`config.mk`:
```
export PLATFORM = sky130hd
export DESIGN_NAME = inst_fetch
export DESIGN_NICKNAME = d
export VERILOG_FILES = /design/src/rtl/inst_fetch.sv
export SDC_FILE = /design/constraint.sdc
export NUM_CORES = 1
export LEC_CHECK = 0
export CORE_ASPECT_RATIO = 1.25
export CORE_UTILIZATION = 33
export DETAILED_ROUTE_END_ITERATION = 16
export PLACE_DENSITY = 0.67
export SLEW_MARGIN = 30
export SYNTH_ARGS = -nofsm -noshare
export SYNTH_HDL_FRONTEND = slang
export SYNTH_SLANG_ARGS = --single-unit
export TNS_END_PERCENT = 20
```
`constraint.sdc`:
```
create_clock -name clk -period 3.7 [get_ports clk]
set_input_delay 0.74 -clock clk [delete_from_list [all_inputs] [get_ports clk]]
set_output_delay 0.74 -clock clk [all_outputs]
set_load 0.1 [all_outputs]
```
`src/rtl/inst_fetch.sv`:
```
// S1 instruction fetch front end: PC, single-outstanding imem reads, small decode queue.
// Define IFETCH_STALL_CNT_EN to add the saturating stall_count output.
module inst_fetch #(
    parameter int            AW       = 16,
    parameter int            IW       = 16,
    parameter logic [AW-1:0] RESET_PC = {AW{1'b0}},
    parameter int            QDEPTH   = 2
) (
    input  logic          clk,
    input  logic          rst,
    output logic          imem_req_valid,
    input  logic          imem_req_ready,
    output logic [AW-1:0] imem_req_addr,
    input  logic          imem_rsp_valid,
    input  logic [IW-1:0] imem_rsp_data,
    input  logic          redirect_valid,
    input  logic [AW-1:0] redirect_pc,
    output logic          inst_valid,
    input  logic          inst_ready,
    output logic [IW-1:0] inst_data,
    output logic [AW-1:0] inst_pc,
`ifdef IFETCH_STALL_CNT_EN
    output logic [2:0]    opcode,
    output logic [15:0]   stall_count
`else
    output logic [2:0]    opcode
`endif
);

    localparam int PW = $clog2(QDEPTH);
    localparam int CW = PW + 1;

    typedef enum logic [1:0] {
        ST_FETCH   = 2'd0,
        ST_WAIT    = 2'd1,
        ST_DISCARD = 2'd2
    } state_t;

    state_t        state_r, state_s;
    logic [AW-1:0] pc_r, pc_s;
    logic [AW-1:0] req_pc_r, req_pc_s;
    logic          outstanding_r, outstanding_s;
    logic [IW-1:0] q_data_r [QDEPTH];
    logic [AW-1:0] q_pc_r   [QDEPTH];
    logic [PW-1:0] rd_ptr_r, wr_ptr_r;
    logic [CW-1:0] count_r;
    logic          credit_s, full_s, req_fire_s, rsp_fire_s;
    logic          pop_s, push_s, flush_s;

    // Queued entries plus the in-flight request may never exceed the queue size.
    assign credit_s       = ((count_r + CW'(outstanding_r)) < CW'(QDEPTH));
    assign full_s         = (count_r == CW'(QDEPTH));
    assign imem_req_valid = !rst && (state_r == ST_FETCH) && credit_s;
    assign imem_req_addr  = pc_r;
    assign req_fire_s     = imem_req_valid && imem_req_ready;
    assign rsp_fire_s     = imem_rsp_valid && outstanding_r;
    assign inst_valid     = (count_r != {CW{1'b0}});
    assign pop_s          = inst_valid && inst_ready;
    assign inst_data      = q_data_r[rd_ptr_r];
    assign inst_pc        = q_pc_r[rd_ptr_r];
    assign opcode         = inst_data[IW-1 -: 3];

    // Fetch FSM next-state: redirect overrides everything
    always_comb begin
        state_s       = state_r;
        pc_s          = pc_r;
        req_pc_s      = req_pc_r;
        outstanding_s = outstanding_r;
        push_s        = 1'b0;
        flush_s       = 1'b0;
        if (redirect_valid) begin
            pc_s    = redirect_pc;
            flush_s = 1'b1;
            if (req_fire_s) begin
                req_pc_s      = pc_r;
                outstanding_s = 1'b1;
                state_s       = ST_DISCARD;
            end else if (outstanding_r && !rsp_fire_s) begin
                state_s = ST_DISCARD;
            end else begin
                outstanding_s = 1'b0;
                state_s       = ST_FETCH;
            end
        end else begin
            case (state_r)
                ST_FETCH: begin
                    if (req_fire_s) begin
                        pc_s          = pc_r + AW'(1);
                        req_pc_s      = pc_r;
                        outstanding_s = 1'b1;
                        state_s       = ST_WAIT;
                    end else begin
                        state_s = ST_FETCH;
                    end
                end
                ST_WAIT: begin
                    if (rsp_fire_s) begin
                        push_s        = 1'b1;
                        outstanding_s = 1'b0;
                        state_s       = ST_FETCH;
                    end else begin
                        state_s = ST_WAIT;
                    end
                end
                ST_DISCARD: begin
                    if (rsp_fire_s) begin
                        outstanding_s = 1'b0;
                        state_s       = ST_FETCH;
                    end else begin
                        state_s = ST_DISCARD;
                    end
                end
                default: begin
                    outstanding_s = 1'b0;
                    state_s       = ST_FETCH;
                end
            endcase
        end
    end

    // Fetch FSM state register
    always_ff @(posedge clk) begin
        if (rst) begin
            state_r       <= ST_FETCH;
            pc_r          <= RESET_PC;
            req_pc_r      <= {AW{1'b0}};
            outstanding_r <= 1'b0;
        end else begin
            state_r       <= state_s;
            pc_r          <= pc_s;
            req_pc_r      <= req_pc_s;
            outstanding_r <= outstanding_s;
        end
    end

    // Instruction queue storage and pointers; flush wins over push/pop
    always_ff @(posedge clk) begin
        if (rst) begin
            rd_ptr_r <= {PW{1'b0}};
            wr_ptr_r <= {PW{1'b0}};
            count_r  <= {CW{1'b0}};
            for (int i = 0; i < QDEPTH; i++) begin
                q_data_r[i] <= {IW{1'b0}};
                q_pc_r[i]   <= {AW{1'b0}};
            end
        end else if (flush_s) begin
            rd_ptr_r <= {PW{1'b0}};
            wr_ptr_r <= {PW{1'b0}};
            count_r  <= {CW{1'b0}};
        end else begin
            if (push_s) begin
                q_data_r[wr_ptr_r] <= imem_rsp_data;
                q_pc_r[wr_ptr_r]   <= req_pc_r;
                wr_ptr_r           <= wr_ptr_r + PW'(1);
            end
            if (pop_s) begin
                rd_ptr_r <= rd_ptr_r + PW'(1);
            end
            case ({push_s, pop_s})
                2'b10:   count_r <= count_r + CW'(1);
                2'b01:   count_r <= count_r - CW'(1);
                default: count_r <= count_r;
            endcase
        end
    end

`ifdef IFETCH_STALL_CNT_EN
    logic [15:0] stall_cnt_r;

    // Cycles where decode wanted an instruction but none was queued
    always_ff @(posedge clk) begin
        if (rst) begin
            stall_cnt_r <= 16'h0000;
        end else if (inst_ready && !inst_valid && (stall_cnt_r != 16'hFFFF)) begin
            stall_cnt_r <= stall_cnt_r + 16'h0001;
        end
    end
    assign stall_count = stall_cnt_r;
`endif

    inst_fetch_chk u_chk (
        .clk  (clk),
        .rst  (rst),
        .push (push_s),
        .full (full_s)
    );

endmodule

// Overflow guard: credit accounting must make a push into a full queue impossible.
module inst_fetch_chk (
    input logic clk,
    input logic rst,
    input logic push,
    input logic full
);
    a_no_overflow: assert property (@(posedge clk) disable iff (rst) !(push && full));
endmodule
```
Word-level counts from Yosys, hierarchy flattened. Memory sizes are Yosys's and may differ from the RTL's. A register that Yosys moved wholly into a read port is not among the register bits. Index checks and enable logic that the tools add are counted. Widths: inputs -> output; s select.

$add $sub $neg: 6. Multipliers: 0. Div/mod/pow operators: 0. Order comparisons: 1. Equal/unequal tests: 7. Shifts and indexed selects: 0. Muxes and demuxes: 40. Bitwise logic cells: 0. Reduce and logical (&&, ||, !) cells: 19.

Operators by type and width (number): $mux 16 (8); $reduce_or 16->1 (2); $mux 1 (25); $add 16x1->16 const B (1); $mux 2 (4); $reduce_bool 2->1 (4); $logic_and 1x1->1 (6); $ne 3x3->1 const B (2); $pmux 2 s3 (1); $eq 2x1->1 const B (2); $eq 2x2->1 const B (2); $pmux 2 s2 (1); $reduce_or 2->1 (2); $ne 3x1->1 const B (1); $reduce_and 3->1 (1); $add 1x1->1 const B (2); $add 2x1->2 (1); $add 2x1->2 const B (1); $logic_not 1->1 (2); $logic_not 2->1 (1); $lt 2x2->1 const B (1); $pmux 1 s2 (1); $reduce_and 2->1 (1); $sub 2x1->2 const B (1).

Flip-flop bits (word level): 39. Latch bits: 0. Memory bits (writable): 64. ROM bits: 0. Bits of input ports: 38. Output and inout bits: 53. Logic and storage cells: 82. Memories: 2.

Memory list: q_data_r (words 2, bits a word 16, read ports 1, clocked after Yosys merged registers in 1, wr ports 2, line 43) `logic [IW-1:0] q_data_r [QDEPTH];`; q_pc_r (words 2, bits a word 16, read ports 1, clocked after Yosys merged registers in 1, wr ports 2, line 44) `logic [AW-1:0] q_pc_r [QDEPTH];`.

Logic depth before layout (Yosys ltp). Gate-level depths: netlist (run 1).

Word-level depth: 10. Mapped depth: 8. Mapped depth without buffers: 8.

Worst setup path after synthesis (run 1). Ideal clock, no wire load.

Path kind: in2reg. Start point: input imem_rsp_valid. End point: memory q_data_r[0][0], enable pin. Library setup time: 0.466 ns. Arrival time: 3.340 ns. Data required time: 3.234 ns. Setup slack: -0.106 ns. Stages on the path: 3. Cell sequence: nand3_1 nand2b_1 o21ai_0.

RTL lines: from (decl) (line 14) `input logic imem_rsp_valid,`; to (decl) (line 43).

Final worst setup path (run 1).
Start point: input rst. End point: output imem_req_valid.

Word-level cells in the longest chain between the ends: 3.

RTL lines: from (decl) (line 10) `input logic rst,`; $logic_not 1->1 (line 53) `assign imem_req_valid = !rst && (state_r == ST_FETCH) && credit_s;`; $logic_and 1x1->1 (2 in series) (line 53); to (decl) (line 11) `output logic imem_req_valid,`.

Every way passes these cells.

==> results of run 1 <==
==> flip-flops by register name, summed over array words and instances, names as in the netlist, named ones only <==
register       cells
imem_req_addr     16
q_data_r          32
state_r            2
count_r            2
req_pc_r          16
rd_ptr_r           1
q_pc_r            32
wr_ptr_r           1
outstanding_r      1
==> cells by family (layout without fill, tap and decap cells) <==
family	count (synthesis)	after routing	share of synthesized area, %
simple gates	158	158	18.27
flops	104	104	58.21
compound gates	64	64	9.417
buf+inv	40	128	3.665
mux	32	32	7.705
fa+ha+maj	6	6	1.605
xor+xnor	6	6	1.124
==> layout make-up <==
cell class              count  area (um^2)  area share [%]
inverters                  12        45.04          0.7500
multi-input cells         266         1809           30.13
flip-flops and latches    104         2723           45.33
well taps                 175        219.0           3.646
clock buffers               9        225.2           3.750
clock inverters             7        71.32           1.187
repair buffers            100        913.4           15.21
==> path summary, 6_finish.rpt <==
check,start,to,slack [ps],cells after the start
hold reg to reg,req_pc_r[14]$_SDFFE_PP0P_,req_pc_r[14]$_SDFFE_PP0P_,460,2
hold / removal,req_pc_r[14]$_SDFFE_PP0P_,req_pc_r[14]$_SDFFE_PP0P_,460,2
setup reg to reg,state_r[1]$_SDFF_PP0_,imem_req_addr[14]$_SDFFE_PP0P_,1540,6
setup / recovery,rst,imem_req_valid,710,4
==> Yosys cell counts (2+ instances only) <==
master	instances	share of area, %
and2_1	65	8.7
edfxtp_1	64	41
nand2_1	43	3.5
dfxtp_1	40	17
mux2_2	32	7.7
a21oi_1	19	2.0
nor2_1	19	1.5
clkbuf_1	18	1.4
inv_1	12	0.96
a311oi_1	9	1.7
o21ai_0	9	0.96
nand3_1	7	0.75
o31ai_1	7	1.1
or4_1	7	1.1
ha_1	6	1.6
a211oi_1	5	0.80
buf_1	4	0.32
xnor2_1	4	0.75
a221oi_1	3	0.56
buf_4	3	0.48
a211o_1	2	0.37
and4_1	2	0.37
buf_2	2	0.21
nand2b_1	2	0.27
nor3_1	2	0.21
o2111a_1	2	0.48
or2_2	2	0.27
or3_1	2	0.27
xor2_1	2	0.37
==> worst min-delay path, cell delays in order, from the launching register on <==
cell and delay [ps]:
dfxtp_1 320, nand2_1 50, a21oi_1 50
==> power groups by stage <==
stage          Combinational (uW)  Sequential, uW  Clock, uW
6_report                      406            1300        936
5_1_grt                       425            1310       1010
4_1_cts                       408            1300        957
3_5_place_dp                  406            1330          0
3_3_place_gp                  401            1330          0
2_1_floorplan                 197            1410          0
==> routing by layer <==
metal	up-vias	wire length (um)	track usage [%]
met5	-	0	0
met4	0	115	4.505
met3	12	587	3.571
met2	116	5198	25.39
met1	1608	4534	17.40
li1	1636	-	-
==> per-stage QoR <==
stage / cells / setup slack, ps
2_1_floorplan: 410 / 417.9
3_3_place_gp: 656 / 676.9
3_5_place_dp: 657 / 622.1
4_1_cts: 673 / 720.4
5_1_grt: 673 / 608.2
6_report: 673 / 710.7
==> run summary, run 1 <==
Setup Skew -> 8.959 ps
CP Data Required Time -> 2960 ps
CP Buf/Inv Count -> 2
outcome -> finished, final reports clean
vias in the first global route -> 3,252
Util after Layout -> 43.48%
max-slew violation count -> 0
EDFF count, synth -> 64
worst path arrival time -> 2250 ps
GP Congestion -> 0.8276
Skew-Pair Late Insertion Delay -> 340 ps
Area growth, synth to finish -> 28.41%
Leak Pwr -> 0.002183 uW
CP Capture Type -> output pin
Clock transition at path regs -> 70 ps
first-pass GRT wire length -> 16,280 um
Post-CTS Hold Fix Bufs -> 0
clock share of power -> 35.4%
clk sink count -> 104
Netlist cell types -> 45
die width -> 108.5 um
post-CTS sizing -> 0
post-route ant nets -> 0
share of cells above drive strength 1 -> 21.08%
Overall Power -> 2645 uW
Design Area, Final -> 0.006006 mm^2
via count -> 3,372
fin crit share -> 80.79%
ant diodes -> 0
Seq/Total Area, Yosys -> 58.21%
Crit Path Class -> input port to output pin
Final TNS setup -> 0 ps
Post-Route WL -> 10,440 um
pwr dens -> 440.5 mW/mm^2
GRT Overall Usage -> 14.54%
Post-CTS Setup Bufs -> 0
commonest non-fill, non-tap cell in the layout -> and2_1
FP Rows -> 48
number of I/O port buffers -> 90
Syn Area/Cell -> 11.41 um^2
Worst VDD drop -> 0.0001957 V
dpl hpwl -> 7092 um
Initial Util -> 33.86%
total core area -> 0.01381 mm^2
number of synthesized register bits -> 104
max-cap check violation count -> 0
vias per inst -> 5.010
commonest non-fill, non-tap cells in the layout -> and2_1, edfxtp_1, clkdlybuf4s50_1
unrepaired setup endpoints after global routing -> no
clk buf depth -> 2
syn nets -> 454
Tmin final -> 2989 ps
FILL cells -> 1,316
# IOs -> 91
Die Y-Extent -> 135.1 um
largest net degree at the start of global routing -> 33
Cell Area, Placed -> 0.005709 mm^2
Slowest cell on crit path -> clkdlybuf4s50_1
first drt pass iteration count -> 4
Setup Viol. Count Final -> 0
worst slew pin tran -> 1004 ps
H-tree depth -> 3
Nets -> 537
TritonCTS Buffers -> 9
Hold Crit Class -> register to register
Largest delay share family, worst path -> buffers and inverters
async set-or-reset flop fraction in the synthesized netlist -> 0%
post-synthesis cell area -> 0.004677 mm^2
DRT iter0 DRCs -> 165
max_slew headroom -> 32.83%
critical-path cell list -> clkdlybuf4s50_1, nand2b_1, a21oi_1, buf_12
GRT overflow -> 0
clock root buffer -> clkbuf_16
Net Sw Frac -> 27.78%
Final Hold Vio Count -> 0
startpoint types -> input port
cell count after synthesis -> 410
Pint -> 1911 uW
TritonCTS clock tree -> done
ys flop type -> edfxtp_1
Psw -> 734.7 uW
DRC viols -> 0
CP max stage delay -> 670 ps
initial antenna violation count -> 0
Syn. warnings -> 0
Sequential Power Share -> 49.3%
combinational power share -> 15.3%
hold_ws -> 464.7 ps
critical-path maximum fanout -> 13
WL/cell -> 15.51 um
die area -> 0.01466 mm^2
max frequency -> 334.5 MHz
(Power assumes the default switching activity.)
==> run 2, diff against run 1 <==
PLACE_DENSITY = 0.65   (was 0.67)
clock period = 2.95 ns   (was 3.7 ns; I/O delays follow)
==> run summary, run 2 (synthesis results as in run 1) <==
Largest delay share family, worst path -> buffers and inverters
Post-CTS Setup Bufs -> 0 (unchanged)
Hold Path Stages -> 2 (unchanged)
max frequency -> 406.7 MHz
DRT iter0 DRCs -> 152 (-7.9%)
total core area -> 0.01381 mm^2 (unchanged)
Overall Power -> 3283 uW (+24%)
initial antenna violation count -> 0 (unchanged)
CP max stage delay -> 530 ps (-140 ps)
H-tree depth -> 3 (unchanged)
TritonCTS clock tree -> done
dpl hpwl -> 6953 um (-2.0%)
post-CTS sizing -> 0 (unchanged)
Setup Skew -> 8.950 ps (-0.009320 ps)
Setup crit start -> rst
Post-CTS Hold Fix Bufs -> 0 (unchanged)
Skew-Pair Late Insertion Delay -> 340 ps (about the same)
Crit Path Class -> input port to output pin
max-cap check violation count -> 0 (unchanged)
share of cells above drive strength 1 -> 23.90% (+2.8 points)
RR Endpoint -> imem_req_addr[9]$_SDFFE_PP0P_
Area growth, synth to finish -> 36.33%
Worst VDD drop -> 0.0002551 V (+30%)
Critical Path Sink -> imem_req_valid
clk sink count -> 104 (unchanged)
Initial Util -> 33.86% (unchanged)
first-pass GRT wire length -> 16,570 um (+1.7%)
ant diodes -> 0 (unchanged)
die width -> 108.5 um (unchanged)
DRC viols -> 0 (unchanged)
Slowest cell on crit path -> clkdlybuf4s50_1
first drt pass iteration count -> 4 (unchanged)
clk buf depth -> 2 (unchanged)
CP Depth -> 4 (unchanged)
GRT overflow -> 0 (unchanged)
worst path arrival time -> 1870 ps (-380 ps)
FP Rows -> 48 (unchanged)
vias per inst -> 4.945 (-1.3%)
vias in the first global route -> 3,348 (+3.0%)
Cell Area, Placed -> 0.006102 mm^2 (+6.9%)
TritonCTS Buffers -> 9 (unchanged)
critical-path cell list -> clkdlybuf4s50_1, nand2b_1, a21oi_1, buf_12
fin crit share -> 83.36%
via count -> 3,328 (-1.3%)
commonest non-fill, non-tap cell in the layout -> and2_1
startpoint types -> input port
Nets -> 537 (unchanged)
clock root buffer -> clkbuf_16
origin of the critical flop-to-flop path -> imem_req_addr[2]$_SDFFE_PP0P_
Leak Pwr -> 0.002342 uW (+7.3%)
Final Hold Vio Count -> 0 (unchanged)
pwr dens -> 514.9 mW/mm^2 (+17%)
commonest non-fill, non-tap cells in the layout -> and2_1, edfxtp_1, nand2_1
Reg2Reg Depth -> 4 (-2)
# IOs -> 91 (unchanged)
GRT Overall Usage -> 14.73% (+0.19 points)
CP Data Required Time -> 2360 ps (-600 ps)
final worst slack -> 490.9 ps (-219.7 ps)
Post-Route WL -> 10,160 um (-2.6%)
CP Capture Type -> output pin
Design Area, Final -> 0.006376 mm^2 (+6.2%)
die area -> 0.01466 mm^2 (unchanged)
worst reg2reg setup slack -> 800 ps (-740 ps)
GP Congestion -> 0.8287 (+0.13%)
Clock transition at path regs -> 70 ps (about the same)
max_slew headroom -> 45.56% (+13 points)
Tmin final -> 2459 ps
Die Y-Extent -> 135.1 um (unchanged)
outcome -> finished, final reports clean
max-slew violation count -> 0 (unchanged)
WL/cell -> 15.10 um (-2.6%)
Setup Viol. Count Final -> 0 (unchanged)
worst slew pin tran -> 816.6 ps (-187.9 ps)
Hold Crit Class -> register to register
pre-CTS WS -> 258.6 ps (-363.4 ps)
FILL cells -> 1,280 (-2.7%)
CP Buf/Inv Count -> 2 (unchanged)
number of I/O port buffers -> 90 (unchanged)
biggest regs -> q_data_r (32), q_pc_r (32)
unrepaired setup endpoints after global routing -> no
largest net degree at the start of global routing -> 33 (unchanged)
critical-path maximum fanout -> 8 (-5)
post-route ant nets -> 0 (unchanged)
## run 2: cell types whose count changed in the layout (fill, tap and decap cells not counted)
| cell | previous run | this run |
|---|---|---|
| clkinv_1 | 0 | 1 |
| clkinvlp_2 | 2 | 1 |
| inv_6 | 1 | 0 |
| buf_12 | 1 | 37 |
| clkdlybuf4s50_1 | 52 | 37 |
| clkinvlp_4 | 3 | 1 |
| buf_4 | 46 | 26 |
| clkinv_4 | 0 | 1 |
| clkinv_2 | 0 | 2 |
| clkbuf_8 | 0 | 1 |
| bufinv_16 | 1 | 0 |
| buf_16 | 1 | 0 |
## run 2: worst min-delay path, stage by stage (launching register included)
cell and delay (ps):
dfxtp_1 320, nand2_1 60, a21oi_1 50
## run 2: how the worst min path moves through the flow
stage                                           end                 startpoint
after floorplan            req_pc_r[0]$_SDFFE_PP0P_   req_pc_r[0]$_SDFFE_PP0P_
after global placement     req_pc_r[9]$_SDFFE_PP0P_   req_pc_r[9]$_SDFFE_PP0P_
after detailed placement  req_pc_r[13]$_SDFFE_PP0P_  req_pc_r[13]$_SDFFE_PP0P_
after CTS                 req_pc_r[13]$_SDFFE_PP0P_  req_pc_r[13]$_SDFFE_PP0P_
after global routing      req_pc_r[13]$_SDFFE_PP0P_  req_pc_r[13]$_SDFFE_PP0P_
final                      req_pc_r[5]$_SDFFE_PP0P_   req_pc_r[5]$_SDFFE_PP0P_
## run 2: report_power, final
part           switching (uW)  total, uW  internal, uW  leakage [uW]
sequential               44.1       1640          1590      0.000989
combinational             369        554           185       0.00122
clock                     504       1090           589      0.000132
## run 2: cell type report
| type | instances | area [um^2] | area share [%] |
|---|---|---|---|
| Sequential cell | 104 | 2723 | 42.70 |
| Multi-Input combinational cell | 266 | 1809 | 28.38 |
| Tap cell | 175 | 219.0 | 3.434 |
| Clock buffer | 10 | 239.0 | 3.748 |
| Clock inverter | 6 | 35.03 | 0.5495 |
| Inverter | 12 | 45.04 | 0.7064 |
| Timing Repair Buffer | 100 | 1306 | 20.49 |
## run 2: layer usage
metal	track usage, %	share of wire (%)	wire, um	up-vias
met1	17.56	42	4274	1590
met4	6.456	2.3	235	0
li1	-	-	-	1630
met2	25.04	51	5188	93
met3	3.427	4.5	462	15
met5	0	0	0	-
## run 2: through the flow
step / setup TNS (ps) / instances / hold slack, ps / utilization, %
after floorplan: -32.11 / 410 / 440.1 / -
after global placement: 0 / 657 / 450.5 / 44.18
after detailed placement: 0 / 657 / 462.1 / 44.18
after CTS: 0 / 673 / 471.8 / 46.16
after global routing: 0 / 673 / 483.0 / 46.16
final: 0 / 673 / 471.8 / 46.16
==> run 3, diff against run 2 <==
clock period = 2.51 ns   (was 2.95 ns; I/O delays follow)
==> run summary, run 3 (synthesis results as in run 1) <==
post-route ant nets -> 0 (unchanged)
Post-CTS Setup Bufs -> 0 (unchanged)
Leak Pwr -> 0.002406 uW (+2.7%)
max frequency -> 459.8 MHz
Nets -> 544 (+1.3%)
FP Rows -> 48 (unchanged)
unrepaired setup endpoints after global routing -> no
critical-path maximum fanout -> 5 (-3)
worst slew pin tran -> 558.1 ps (-258.4 ps)
worst path arrival time -> 1670 ps (-200 ps)
Cell Area, Placed -> 0.006183 mm^2 (+1.3%)
Skew-Pair Late Insertion Delay -> 350 ps (about the same)
Setup Viol. Count Final -> 0 (unchanged)
Worst VDD drop -> 0.0003285 V (+29%)
Design Area, Final -> 0.006519 mm^2 (+2.2%)
commonest non-fill, non-tap cell in the layout -> and2_1
largest net degree at the start of global routing -> 33 (unchanged)
Area growth, synth to finish -> 39.38%
RR Endpoint -> imem_req_addr[15]$_SDFFE_PP0P_
die width -> 108.5 um (unchanged)
via count -> 3,349 (+0.63%)
total core area -> 0.01381 mm^2 (unchanged)
worst reg2reg setup slack -> 380 ps (-420 ps)
max_slew headroom -> 62.72% (+17 points)
DRT iter0 DRCs -> 176 (+16%)
GP Congestion -> 0.8317 (+0.36%)
H-tree depth -> 3 (unchanged)
Post-CTS Hold Fix Bufs -> 0 (unchanged)
initial antenna violation count -> 0 (unchanged)
max-slew violation count -> 0 (unchanged)
first-pass GRT wire length -> 16,420 um (-0.91%)
Final TNS setup -> 0 ps (unchanged)
commonest non-fill, non-tap cells in the layout -> and2_1, edfxtp_1, nand2_1
GRT Overall Usage -> 14.56% (-0.17 points)
clk sink count -> 104 (unchanged)
clock root buffer -> clkbuf_16
Hold Crit Class -> register to register
Reg2Reg Depth -> 6 (+2)
Final Hold Vio Count -> 0 (unchanged)
TritonCTS clock tree -> done
Setup Skew -> 6.021 ps (-2.929 ps)
die area -> 0.01466 mm^2 (unchanged)
pwr dens -> 635.7 mW/mm^2 (+23%)
fin crit share -> 86.64%
TritonCTS Buffers -> 9 (unchanged)
WL/cell -> 14.86 um (-1.6%)
Clock transition at path regs -> 70 ps (about the same)
origin of the critical flop-to-flop path -> state_r[1]$_SDFF_PP0_
number of I/O port buffers -> 90 (unchanged)
biggest regs -> q_data_r (32), q_pc_r (32)
Hold Path Stages -> 2 (unchanged)
clk buf depth -> 2 (unchanged)
# IOs -> 91 (unchanged)
CP Data Required Time -> 2010 ps (-350 ps)
startpoint types -> register
hold path start -> req_pc_r[8]$_SDFFE_PP0P_
Overall Power -> 4144 uW (+26%)
GRT overflow -> 0 (unchanged)
Tmin final -> 2175 ps
outcome -> finished, final reports clean
hold_ws -> 462.9 ps (-8.850 ps)
ant diodes -> 0 (unchanged)
post-CTS sizing -> 0 (unchanged)
DRC viols -> 0 (unchanged)
max-cap check violation count -> 0 (unchanged)
Post-Route WL -> 10,110 um (-0.54%)
CP Capture Type -> output pin
vias in the first global route -> 3,358 (+0.30%)
Die Y-Extent -> 135.1 um (unchanged)
vias per inst -> 4.925 (-0.40%)
dpl hpwl -> 7013 um (+0.86%)
Hold Path End -> req_pc_r[8]$_SDFFE_PP0P_
Initial Util -> 33.86% (unchanged)
first drt pass iteration count -> 4 (unchanged)
share of cells above drive strength 1 -> 24.95% (+1.1 points)
Crit Path Class -> register to output pin
[run 3: cell types whose count changed in the layout (fill, tap and decap cells not counted), sizes merged]
cell,previous run,this run
buf,63,70
bufinv,0,3
clkinv,4,2
clkbuf,10,9
[run 3: final cells by class]
type	instances	area, um^2
clock buffers	9	225.2
clock inverters	7	110.1
fillers	1251	7295
inverters	12	45.04
multi-input cells	266	1813
flip-flops and latches	104	2723
well taps	175	219.0
repair buffers	107	1384
[run 3: report_power, final]
part | total [uW] | switching, uW | internal, uW
clock network | 1560 | 598 | 965
logic | 660 | 434 | 226
registers | 1920 | 50.5 | 1870
[run 3: worst max path at each step]
stage / start / endpoint / slack (ps) / cells after the start
after floorplan: imem_req_addr[0]$_SDFFE_PP0P_ / imem_req_addr[12]$_SDFFE_PP0P_ / -20 / 6
after global placement: rst / imem_req_addr[15]$_SDFFE_PP0P_ / 140 / 5
after detailed placement: rst / imem_req_addr[15]$_SDFFE_PP0P_ / 60 / 5
after CTS: register / opcode[1] / 310 / 3
after global routing: state_r[1]$_SDFF_PP0_ / imem_req_valid / 240 / 6
final: state_r[1]$_SDFF_PP0_ / imem_req_valid / 340 / 6
[run 3: worst max-delay path: stages (launching register included)]
cell	delay, ps
dfxtp_1	330
inv_1	80
ha_1	270
nand2b_1	100
buf_4	160
a21oi_2	170
buf_12	200
[run 3: metal layers]
layer / vias up / track usage (%) / routed length (um)
met3: 19 / 4.102 / 714
met5: - / 0 / 0
li1: 1637 / - / -
met1: 1556 / 17.65 / 4285
met4: 0 / 6.006 / 235
met2: 137 / 24.09 / 4869
[run 3: through the flow]
step / worst slack, ps / utilization [%] / instances
final: 335.3 / 47.19 / 680
after global placement: 135.5 / 44.76 / 664
after floorplan: -24.55 / - / 410
after CTS: 308.5 / 47.19 / 680
after detailed placement: 57.24 / 44.76 / 664
after global routing: 244.4 / 47.19 / 680
